File: src/rtl/piso_tx.sv
// piso_tx: framed parallel-in/serial-out transmitter with a one-word holding register.
// Define PISO_TX_PARITY_EN to add an even-parity bit between the data and stop bits.
module piso_tx #(
    parameter int width_p     = 8,
    parameter int stop_bits_p = 1
) (
    input  logic               clk_i,
    input  logic               reset_i,
    input  logic               valid_i,
    output logic               ready_o,
    input  logic [width_p-1:0] data_i,
    input  logic               tick_i,
    output logic               serial_o,
    output logic               busy_o,
    output logic               done_o
);

    localparam int               IDX_W     = (width_p > 1) ? $clog2(width_p) : 1;
    localparam logic [IDX_W-1:0] IDX_TOP   = IDX_W'(width_p - 1);
    localparam logic [IDX_W-1:0] IDX_ONE   = IDX_W'(1);
    localparam logic             STOP_LAST = (stop_bits_p > 1);

    typedef enum logic [2:0] {
        S_IDLE   = 3'd0,
        S_START  = 3'd1,
        S_DATA   = 3'd2,
`ifdef PISO_TX_PARITY_EN
        S_PARITY = 3'd3,
`endif
        S_STOP   = 3'd4
    } state_t;

    state_t             r_state;
    logic [width_p-1:0] r_hold;
    logic               r_holdEmpty;
    logic [width_p-1:0] r_shift;
    logic [IDX_W-1:0]   r_idx;
    logic               r_stopCnt;
    logic               r_serial;
    logic               r_busy;
    logic               r_done;
    logic               w_lastStop;
    logic               w_load;

    assign w_lastStop = (r_state == S_STOP) && tick_i && (r_stopCnt == STOP_LAST);
    // The hold register drains into the shifter from IDLE, or straight from the last stop tick.
    assign w_load     = !r_holdEmpty && ((r_state == S_IDLE) || w_lastStop);

    assign ready_o  = r_holdEmpty;
    assign serial_o = r_serial;
    assign busy_o   = r_busy;
    assign done_o   = r_done;

    // A drain and an accept can never coincide: a drain needs a full hold, an accept an empty one.
    always_ff @(posedge clk_i or posedge reset_i) begin
        if (reset_i) begin
            r_hold      <= '0;
            r_holdEmpty <= 1'b1;
        end else if (w_load) begin
            r_holdEmpty <= 1'b1;
        end else if (valid_i && r_holdEmpty) begin
            r_hold      <= data_i;
            r_holdEmpty <= 1'b0;
        end
    end

    always_ff @(posedge clk_i or posedge reset_i) begin
        if (reset_i) begin
            r_state   <= S_IDLE;
            r_shift   <= '0;
            r_idx     <= '0;
            r_stopCnt <= 1'b0;
            r_serial  <= 1'b1;
            r_busy    <= 1'b0;
            r_done    <= 1'b0;
        end else begin
            r_done <= 1'b0;
            case (r_state)
                S_IDLE: begin
                    if (w_load) begin
                        r_shift  <= r_hold;
                        r_state  <= S_START;
                        r_serial <= 1'b0;
                        r_busy   <= 1'b1;
                    end
                end
                S_START: begin
                    if (tick_i) begin
                        r_state  <= S_DATA;
                        r_idx    <= IDX_TOP;
                        r_serial <= r_shift[IDX_TOP];
                    end
                end
                S_DATA: begin
                    if (tick_i) begin
                        if (r_idx == '0) begin
`ifdef PISO_TX_PARITY_EN
                            r_state  <= S_PARITY;
                            r_serial <= ^r_shift;
`else
                            r_state   <= S_STOP;
                            r_stopCnt <= 1'b0;
                            r_serial  <= 1'b1;
`endif
                        end else begin
                            r_idx    <= r_idx - IDX_ONE;
                            r_serial <= r_shift[r_idx - IDX_ONE];
                        end
                    end
                end
`ifdef PISO_TX_PARITY_EN
                S_PARITY: begin
                    if (tick_i) begin
                        r_state   <= S_STOP;
                        r_stopCnt <= 1'b0;
                        r_serial  <= 1'b1;
                    end
                end
`endif
                S_STOP: begin
                    if (w_lastStop) begin
                        r_done <= 1'b1;
                        if (w_load) begin
                            r_shift  <= r_hold;
                            r_state  <= S_START;
                            r_serial <= 1'b0;
                        end else begin
                            r_state  <= S_IDLE;
                            r_serial <= 1'b1;
                            r_busy   <= 1'b0;
                        end
                    end else if (tick_i) begin
                        r_stopCnt <= 1'b1;
                    end
                end
                default: begin
                    r_state  <= S_IDLE;
                    r_serial <= 1'b1;
                    r_busy   <= 1'b0;
                end
            endcase
        end
    end

endmodule

File: config.mk
export PLATFORM = sky130hd
export DESIGN_NAME = piso_tx
export DESIGN_NICKNAME = d
export VERILOG_FILES = /design/src/rtl/piso_tx.sv
export SDC_FILE = /design/constraint.sdc
export NUM_CORES = 1
export LEC_CHECK = 0
export BUFFER_PORTS_ARGS = -buffer_cell sky130_fd_sc_hd__buf_2
export CAP_MARGIN = 30
export CORE_MARGIN = 1
export CORE_UTILIZATION = 51
export CTS_CLUSTER_DIAMETER = 60
export DETAILED_ROUTE_END_ITERATION = 7
export GPL_TIMING_DRIVEN = 0
export PLACE_DENSITY_LB_ADDON = 0.05
export SLEW_MARGIN = 0
export SYNTH_ARGS = -nofsm -noshare
export SYNTH_HDL_FRONTEND = slang
export SYNTH_SLANG_ARGS = --single-unit
File: constraint.sdc
create_clock -name clk_i -period 1.6 [get_ports clk_i]
set_clock_uncertainty 0.15 [all_clocks]
set_input_delay 0.24 -clock clk_i [delete_from_list [all_inputs] [get_ports clk_i]]
set_output_delay 0.24 -clock clk_i [all_outputs]
set_load 0.03 [all_outputs]
**Yosys cells after proc, flatten, opt, wreduce, memory -nomap -nowiden**

Index checks and enable logic that the tools add are counted.

- Flip-flop bits (word level): 27
- Latch bits: 0
- Memory bits (writable): 0
- Memory bits (read-only): 0
- Bits of input ports: 12
- Output and inout bits: 4
- Logic and storage cells: 82
- Memories kept: 0

- Add/sub/neg operators: 1
- Multipliers: 0
- Divide/modulo/power cells: 0
- Order comparisons: 1
- Eq/ne operators: 12
- Shift-type cells: 0
- Muxes and demuxes: 36
- Bitwise gates (word level): 3
- Reduce and logical (&&, ||, !) cells: 20

Operator list:

| cell | count |
|---|---|
| 3-bit two-way mux | 8 |
| 1-bit two-way mux | 19 |
| 2-bit inequality test (second input constant) | 9 |
| 8-bit two-way mux | 2 |
| 8-bit case mux with 2 select lines | 1 |
| 3-bit case mux with 4 select lines | 1 |
| 4-bit AND reduction | 3 |
| 5-bit AND reduction | 2 |
| 2-bit nonzero test | 4 |
| 3-bit zero test | 2 |
| 3-bit case mux with 2 select lines | 1 |
| 1-bit logical AND | 4 |
| 3-bit by 4-bit less-than comparator with 1-bit output (second input constant) | 1 |
| 1-bit case mux with 4 select lines | 1 |
| 2-bit AND reduction | 2 |
| 1-bit binary-select mux with 3-bit select | 1 |
| 3-bit by 1-bit == test with 1-bit output (second input constant) | 1 |
| 3-bit by 2-bit == test with 1-bit output (second input constant) | 1 |
| 3-bit == test (second input constant) | 1 |
| 1-bit inverter | 3 |
| 1-bit case mux with 3 select lines | 1 |
| 3-bit by 1-bit subtractor with 3-bit output (second input constant) | 1 |
| 1-bit case mux with 2 select lines | 1 |
| 2-bit OR reduction | 1 |
| 2 further kinds | 2 |

**Longest topological paths before layout**

- Depth after elaboration: 8
- Gate-level depth with buffers: 7
- Gate-level depth less buffers: 7

**Worst setup path before layout**

OpenSTA, ideal clock, no wires.

- Path kind: flip-flop to flip-flop
- From: register r_idx[0]
- To: register r_serial (netlist: serial_o)
- Library setup time: 82 ps
- Data arrival time: 1457 ps
- Required time: 1368 ps
- Path slack: -89 ps
- Cell stages (with the launch flop): 7
- Buffers on the path: 0
- Period minus slack after synthesis: 1689 ps
- Cell sequence: dfrtp_1 > inv_1 > ha_1 > mux4_1 > mux2_2 > o21ai_2 > a2bb2oi_1

- Longest elaborated chain between the ends: 6
- Elaborated cells between the ends (all ways): 7
- Classes of those cells: 1 x add/sub; 5 x mux; 1 x reduce/logical

Ends and longest elaborated chain:

| what | RTL line | RTL |
|---|---|---|
| from (decl) | 37 | `logic [IDX_W-1:0] r_idx;` |
| from (signal assigned) | 106 | `r_idx <= r_idx - IDX_ONE;` |
| 3-bit by 1-bit subtractor with 3-bit output | 107 | `r_serial <= r_shift[r_idx - IDX_ONE];` |
| 1-bit binary-select mux with 3-bit select | 107 |  |
| 1-bit two-way mux (not written as such) | 107 |  |
| 1-bit two-way mux (*) | 96 | `if (r_idx == '0) begin` |
| 1-bit two-way mux (*) | 95 | `if (tick_i) begin` |
| 1-bit case mux with 4 select lines (*) | 78 | `case (r_state)` |
| to (signal assigned) | 91 | `r_serial <= r_shift[IDX_TOP];` |
| to (signal assigned) | 107 |  |
| to (decl) | 39 | `logic r_serial;` |

Mark *: on every way between the ends. The rest lies on a longest branch, timed or not. The select of a mux whose other input is x is not followed.
A chain may end at the register's enable or synchronous reset.

**Final worst setup path**

Same ends and word-level chain as after synthesis.

==> results.md <==
- Most common cell after layout, fill and taps aside: dfrtp_1
- Failing checks: negative setup slack
- Routed wire length: around 2.6 mm
- Worst hold path type: in -> reg
- Row count: 18
- Syn Area/Cell: approximately 13 µm²
- Antenna violations before repair: 0
- Initial core utilization: a little over half
- Post-synth EDFFs: 0
- Post-route core utilization: 68.4%
- Tcrit/Tclk final: 109%
- Core footprint: 2480 µm²
- Pwr/cell area: roughly 1800 nW/µm²
- DRT antenna net count: 0
- Register clock-pin slew on the reported worst setup and hold paths: approximately 0.16 ns
- Maxcap violations: 0
- IO Port Bufs: 14
- Area Growth Syn to Fin: 27.5%
- Area leader, netlist: dfrtp_1
- Max clock buf depth: 2
- Placed insts: 148
- Max-Slew Margin vs Limit: 68.0%
- Vias in the first global route: a little over 900
- Largest net degree at the start of global routing: 19
- Die Y: 53.0 µm
- GPL Wtd Cong: 0.848
- DR vias/cell: between 5 and 6
- Critical path type: reg -> reg
- R2R Path Start: r_idx[0]$_DFFE_PP0P_
- Fmax achieved: about 0.57 GHz
- FF+latch count, synth: 27
- Status: finished with violations
- Diode count: 0
- Total number of vias: 935
- CTS tree: yes
- Ys async rst share: 100%
- Ys flop type: dfrtp_1
- Worst-Margin Slew: 0.480 ns
- Mapped cell area: roughly 1300 µm²
- H-tree depth: 1
- Final setup fails: 11
- First-pass GRT wire length: about 4.2 mm
- Critical path startpoint category: flip-flop
- Routed len/inst: between 15 and 20 µm
- Root buffer cell: clkbuf_4
- Commonest cells after routing, fill and taps aside: dfrtp_1, buf_2, mux2_4, dlygate4sd3_1, mux2_1
- Crit-path max FO: 4
- Skew-Pair Late Insertion Delay: 0.33 ns
- Final Hold Fails: 0
- Detailed placement HPWL: approximately 1.8 mm
- Seq/Total Area, Yosys: between 50 and 60%
- Setup ws final: -0.146 ns
- Post-layout nets: ~150
- Worst vdd ir: 1.05 mV
- Final min period: about 1.7 ns
- Reg-to-reg setup timing slack: -0.15 ns
- Top cell type's share of synthesized area: a little under half
- Gr ovfl total: 0
- Net count after synthesis: roughly 120
- Starting DRT DRC Count: 16
- Total Power: 3.00 mW
- Ys Warns: 0
- Hold wc startpoint: tick_i
- Die ar.: ~2800 µm²
- Critical Path End Type: flip-flop
- Final-layout fill cell count: 200
- Crit path DAT: between 1.5 and 2 ns
- IO Count: 16
- TritonCTS buffer count: 3
- Clk sink count: 27
- Largest cells by area after synthesis: dfrtp_1, mux2_4, mux2_1
- GR Util All Layers: between 20% and 30%
- RSZ-0062 raised after global routing: true
- WP data required: roughly 1.7 ns
- Layout cell share with drive strength beyond 1: a little over two fifths
- Distinct cell type count after synthesis: 43
- Finished Layout Cells: 167
- Cells after Synth: approximately 100
- CP startpoint: r_idx[0]$_DFFE_PP0P_
- LEAKAGE: roughly 0.76 nW
- Max-slew violations: 0
- Die width: approximately 53 µm
- DRT Pass-1 Iters: 4
- Number of remaining DRC errors: 0
==> final timing paths <==
kind	end	cells past startpoint
worst max-delay path	serial_o$_DFFE_PP1P_	6
worst min register to register	r_shift[6]$_DFFE_PP0P_	1
max in group asynchronous	serial_o$_DFFE_PP1P_	4
worst min-delay path	r_stopCnt$_DFFE_PP0P_	2
min in group asynchronous	r_stopCnt$_DFFE_PP0P_	3
worst max register to register	serial_o$_DFFE_PP1P_	6
==> logic make-up (layout without fill, tap and decap cells) <==
family          count (synthesis)  after routing  synth area share [%]
buf+inv                        11             45                  4.05
simple gates                   24             24                  9.79
flops                          27             27                  51.0
fa+ha+maj                       2              2                  1.88
compound gates                 18             18                  11.5
mux                            20             20                  21.1
xor+xnor                        1              1                 0.659
==> stage by stage <==
| stage | hold WS (ns) | cell area [µm²] | setup TNS [ns] | setup WS [ns] |
|---|---|---|---|---|
| 4_1_cts | 0.000618 | 1660 | -0.917 | -0.136 |
| 3_5_place_dp | 0.130 | 1480 | -1.28 | -0.212 |
| 6_report | 0.0316 | 1690 | -1.09 | -0.146 |
| 2_1_floorplan | 0.141 | 1350 | -0.0721 | -0.0468 |
| 3_3_place_gp | 0.301 | 1460 | -0.986 | -0.174 |
| 5_1_grt | 0.0154 | 1690 | -1.74 | -0.182 |
==> state kept, by name, indices dropped and copies added, names as in the netlist <==
name and cells:
r_hold 8, r_shift 8, r_idx 3, r_state 3, busy_o 1, done_o 1, r_stopCnt 1, ready_o 1
serial_o 1
==> layout make-up <==
cell class	instances	area (µm²)	share of cell area (%)
inverters	7	26.3	1.55
well taps	30	37.5	2.22
repair buffers	30	239	14.1
multi-input cells	65	647	38.2
flip-flops and latches	27	681	40.2
plain buffers	4	33.8	1.99
clock inverters	1	7.51	0.443
clock buffers	3	22.5	1.33
==> metal layers <==
metal  global-route usage [%]  vias up  share of wire (%)
li1                         -      435                  -
met1                     27.0      462                 46
met2                     36.1       31                 49
met3                     3.74        7                3.0
met4                     8.77        0                1.6
met5                        0        -                  0
==> critical path, stage by stage (launching register included) <==
cell,delay [ns]
dfrtp_2,0.44
inv_2,0.07
ha_4,0.28
mux4_2,0.30
mux2_4,0.28
o21ai_2,0.11
a2bb2oi_1,0.07
==> synthesized netlist by cell type (2+ instances only) <==
cell     instances
dfrtp_1         25
mux2_1           9
nor2_1           8
mux2_4           7
inv_1            5
nand2_1          4
a31oi_1          3
dfstp_2          2
ha_1             2
inv_2            2
mux4_1           2
nand3_1          2
nor3_1           2
==> power breakdown <==
part	switching, mW	internal [mW]	total [mW]
registers	0.215	0.998	1.21
logic	0.646	0.839	1.49
clock network	0.208	0.0958	0.304
total	1.07	1.93	3.00
==> repair_timing <==
action,CTS,global route
setup endpoints to repair,11,19
cloned,1,0
buffers inserted,5,1
resized for setup,7,9
hold buffers,9,0
pin swaps,5,4
hold endpoints to repair,16,0
No activity file was read; power rests on OpenSTA's default activity.
